### config.mk
export PLATFORM = sky130hd
export DESIGN_NAME = md_issue_ctrl
export DESIGN_NICKNAME = d
export VERILOG_FILES = /design/src/rtl/md_issue_ctrl.sv
export SDC_FILE = /design/constraint.sdc
export NUM_CORES = 1
export LEC_CHECK = 0
export BUFFER_PORTS_ARGS = -buffer_cell sky130_fd_sc_hd__buf_4
export CORE_MARGIN = 10
export CORE_UTILIZATION = 51
export DETAILED_ROUTE_END_ITERATION = 12
export PLACE_DENSITY = 0.89
export SLEW_MARGIN = 20
export SYNTH_ARGS = -nofsm -noshare
export SYNTH_HDL_FRONTEND = slang
export SYNTH_SLANG_ARGS = --single-unit
### constraint.sdc
create_clock -name clk -period 5.1 [get_ports clk]
set_input_delay 0.51 -clock clk [delete_from_list [all_inputs] [get_ports clk]]
set_output_delay 0.51 -clock clk [all_outputs]
set_load 0.05 [all_outputs]
### src/rtl/md_issue_ctrl.sv
// Issue-side controller for the HI/LO multiply/divide unit: moves the D-stage
// instruction into E, raises a one-cycle start, tracks latency, stalls HI/LO hazards.
module md_issue_ctrl #(
   parameter int MULT_LAT = 5,
   parameter int DIV_LAT  = 10
) (
   input  logic        clk,
   input  logic        reset,
   input  logic [31:0] instr_d,
   input  logic        flush_e,
   input  logic        md_busy,
   output logic [31:0] instr_e,
   output logic        md_start,
   output logic        stall_d,
   output logic        md_pending,
   output logic [15:0] stall_cnt
);

   typedef enum logic {
      PH_IDLE,
      PH_RUN
   } phase_e;

   localparam logic [5:0] OP_SPECIAL = 6'b000000;
   localparam logic [3:0] FN_MD      = 4'b0110;  // funct 0110xx: MULT/MULTU/DIV/DIVU
   localparam logic [3:0] FN_MOVE    = 4'b0100;  // funct 0100xx: MFHI/MTHI/MFLO/MTLO

   logic [31:0] instr_e_q, instr_e_d;
   logic [3:0]  cnt_q, cnt_d;
   phase_e      phase_q, phase_d;
   logic [15:0] stall_cnt_q, stall_cnt_d;

   logic d_special, d_is_hilo;
   logic e_special, e_is_md, e_is_div;

   assign d_special = (instr_d[31:26] == OP_SPECIAL);
   assign d_is_hilo = d_special && ((instr_d[5:2] == FN_MD) || (instr_d[5:2] == FN_MOVE));
   assign e_special = (instr_e_q[31:26] == OP_SPECIAL);
   assign e_is_md   = e_special && (instr_e_q[5:2] == FN_MD);
   assign e_is_div  = instr_e_q[1];

   // NOTE: every signal written here gets a default first so no path leaves it unassigned (no latch).
   always_comb begin
      md_start    = e_is_md;
      md_pending  = 1'b0;
      stall_d     = 1'b0;
      instr_e_d   = instr_d;
      cnt_d       = cnt_q;
      phase_d     = phase_q;
      stall_cnt_d = stall_cnt_q;

      md_pending = md_start || (cnt_q != 4'd0) || md_busy;
      stall_d    = d_is_hilo && md_pending;

      if (flush_e || stall_d) begin
         instr_e_d = 32'd0;
      end

      if (md_start) begin
         cnt_d = e_is_div ? 4'(DIV_LAT) : 4'(MULT_LAT);
      end else if (cnt_q != 4'd0) begin
         cnt_d = cnt_q - 4'd1;
      end

      // START is the cycle md_start is high; md_busy keeps RUN alive past cnt.
      case (phase_q)
         PH_IDLE: if (md_start) phase_d = PH_RUN;
         PH_RUN:  if (!md_start && cnt_q == 4'd0 && !md_busy) phase_d = PH_IDLE;
         default: phase_d = PH_IDLE;
      endcase

      if (stall_d && (stall_cnt_q != 16'hFFFF)) begin
         stall_cnt_d = stall_cnt_q + 16'd1;
      end
   end

   // NOTE: state registers use non-blocking assignments so all flops update together at the edge.
   always_ff @(posedge clk or negedge reset) begin
      if (!reset) begin
         instr_e_q   <= 32'd0;
         cnt_q       <= 4'd0;
         phase_q     <= PH_IDLE;
         stall_cnt_q <= 16'd0;
      end else begin
         instr_e_q   <= instr_e_d;
         cnt_q       <= cnt_d;
         phase_q     <= phase_d;
         stall_cnt_q <= stall_cnt_d;
      end
   end

   assign instr_e   = instr_e_q;
   assign stall_cnt = stall_cnt_q;

endmodule

==> impl_metrics.tcl <==
set metrics [dict create \
    finalMaxSlewViolations 0 \
    sw_frac_of_total 0.272 \
    place_inst 299 \
    grt_first_pass_wirelength_um 8250 \
    clock.fmax_mhz 367 \
    cts_root_buf "clkbuf_8" \
    worstHoldPathType "in -> async" \
    num_antenna_cells 0 \
    io_buffers 86 \
    rsz0062_at_grt "no" \
    coreArea_mm2 0.00400 \
    status "completed" \
    dp.final_hpwl_um 3910 \
    antenna_left 0 \
    required_ns 4.59 \
    start_util 0.528 \
    yosys.area.top_type "dfrtp_1" \
    min_period_over_period 0.535 \
    p_int_w 0.000724 \
    async_flop_share 1.00 \
    die_area_mm2 0.00711 \
    finClkSkew_ns 0.00688 \
    die_w_um 84.3 \
    dieHeight_um 84.3 \
    clockBufferDepth 2 \
    fillCellCount 256 \
    cts_tree "yes" \
    final_util 0.730 \
    clk_latency_ns 0.31 \
    relSlewSlack 0.463 \
    htree_levels 2 \
    p_comb_frac 0.211 \
    firstDrtPassIters 4 \
    synth_cell_type_count 33 \
    drive_above_1_share 0.402 \
    regToRegSetupSlack_ns 2.81 \
    syn_area_mm2 0.00211 \
    switchingPower_w 0.000271 \
    yosys.area.top_type_share 0.616 \
    crit_fanout 6 \
    min_period_ns 2.73 \
    grt_max_degree 53 \
    final_nets 295 \
    synth_flop_cell "dfrtp_1" \
    timing.hold.ws_ns 0.211 \
    rr_startpoint "stall_cnt[0]" \
    post_cts_resized 0 \
    place_congestion 0.748 \
    r2r_cells 6 \
    viasPerCell 5.07 \
    avgSynthCellArea_um2 12.7 \
    antenna_found_initial 0 \
    totalWireLength_um 4990 \
    setup_violations 0 \
    crit_type "reg -> out" \
    postCtsHoldBufs 0 \
    clk_pin_slew_ns 0.09 \
    p_leak_nw 1.49 \
    ys_warn_count 0 \
    powerDensity_mw_per_mm2 341 \
    grt_usage 0.143 \
    final_cells 306 \
    cp.arrival_ns 2.22 \
    maxCapViolations 0 \
    ys_seq_elements 52 \
    p_seq_frac 0.466 \
    ioPinCount 87 \
    setup_tns_ns 0 \
    wl_per_cell_um 16.3 \
    worst_setup_path_start_kind "flop" \
    cts.sinks 52 \
    first_global_vias 1731 \
    drcViolationCount 0 \
    vdd_drop_max_mv 0.198 \
    grt_overflow 0 \
    hold_violations 0 \
    synthTopCellsByArea "dfrtp_1 62%, and2_1 8.0%, xnor2_1 4.6%, nand4_1 2.4%, xor2_1 2.1%" \
    worst_pin_slew_ns 0.805 \
    p_clk_frac 0.324 \
    cts_setup_buffers 0 \
    synth_edf_count 0 \
    timing.rr.end "stall_cnt[15]" \
    synthCells 166 \
    drt_iter0_drc 78 \
    startpoint "cnt_q[0]" \
    area_growth_pct 38.4 \
    end_kind "output pin" \
    numCtsBuffers 5 \
    ys_seq_area_frac 0.616 \
    vias 1551 \
    row_count 23 \
    syn-num-nets 205 \
]
final cells by class:
type / count / area [um^2] / share of cell area
clock buffer: 5 / 68.8 / 0.0236
inverter: 6 / 22.5 / 0.00771
multi-input combinational: 105 / 759 / 0.260
clock inverter: 2 / 60.1 / 0.0206
timing repair buffer: 86 / 646 / 0.221
tap: 50 / 62.6 / 0.0214
sequential: 52 / 1300 / 0.446
worst max-delay path: stages, from the launching register on:
cell	delay, ns
dfrtp_1	0.40
inv_1	0.12
ha_1	0.18
or3b_4	0.43
a311oi_4	0.33
or2_4	0.20
inv_2	0.06
buf_4	0.19
flip-flops by register name, indices dropped and copies added, names as in the netlist:
register	cells
cnt_q	4
stall_cnt	16
instr_e	32
worst max-delay path by stage:
stage                         endpoint  slack [ns]  depth (start not counted)
final                          stall_d        2.37                          7
after global routing           stall_d        2.26                          7
after CTS                      stall_d        2.37                          7
after detailed placement       stall_d        2.73                          7
after global placement         stall_d        2.80                          7
after floorplan           stall_cnt[6]        2.92                          7
metal layers:
| layer | share of wire | up-vias | wire length, um | track usage |
|---|---|---|---|---|
| met5 | 0 | - | 0 | 0 |
| met4 | 0.016 | 0 | 78 | 0.0599 |
| met3 | 0.15 | 7 | 728 | 0.0986 |
| met2 | 0.50 | 71 | 2480 | 0.229 |
| met1 | 0.34 | 735 | 1710 | 0.142 |
| li1 | - | 738 | - | - |
Yosys cell counts, drive strengths merged (3+ instances only):
library cell and n:
inv 6, nor4 3, buf 3, dfrtp 52, nand4 8, a21oi 3, and3 4, nand2 6
ha 3, and2 27, nor2 7, nor3 3, nor2b 5, xor2 5, nand3 6, xnor2 11
power by group through the flow:
stage / registers [W] / logic, W / clock network, W
final: 0.000464 / 0.000210 / 0.000322
after global routing: 0.000468 / 0.000229 / 0.000342
after CTS: 0.000463 / 0.000212 / 0.000327
after detailed placement: 0.000471 / 0.000210 / 0
after global placement: 0.000469 / 0.000203 / 0
after floorplan: 0.000516 / 0.0000905 / 0
per-stage QoR:
stage	total power, W	worst slack [ns]	area, um^2
final	0.000995	2.37	2920
after detailed placement	0.000681	2.73	2790
after floorplan	0.000607	2.92	2110
after global placement	0.000672	2.80	2790
after global routing	0.00104	2.26	2920
after CTS	0.00100	2.37	2920
cell usage in the layout, fill, tap and decap left out, types with 3 or more instances in the layout:
| cell type | synthesis | routed |
|---|---|---|
| buf_4 | 0 | 86 |
| dfrtp_1 | 52 | 52 |
| and2_1 | 27 | 27 |
| xnor2_1 | 11 | 11 |
| nand4_1 | 8 | 8 |
| nor2_1 | 6 | 6 |
| nand3_1 | 6 | 6 |
| nand2_1 | 6 | 6 |
| inv_1 | 5 | 5 |
| nor2b_1 | 5 | 5 |
| xor2_1 | 5 | 5 |
| clkbuf_8 | 0 | 5 |
| and3_1 | 4 | 4 |
| nor3_1 | 3 | 3 |
| a21oi_1 | 3 | 3 |
| ha_1 | 3 | 3 |
kinds of logic after synthesis:
logic type | after synthesis | share of synthesized area
flops | 52 | 0.616
buf+inv | 9 | 0.0237
simple gates | 77 | 0.234
xor+xnor | 16 | 0.0664
compound gates | 8 | 0.0362
fa+ha+maj | 3 | 0.0178
mux | 1 | 0.00533
(Power assumes the default switching activity.)
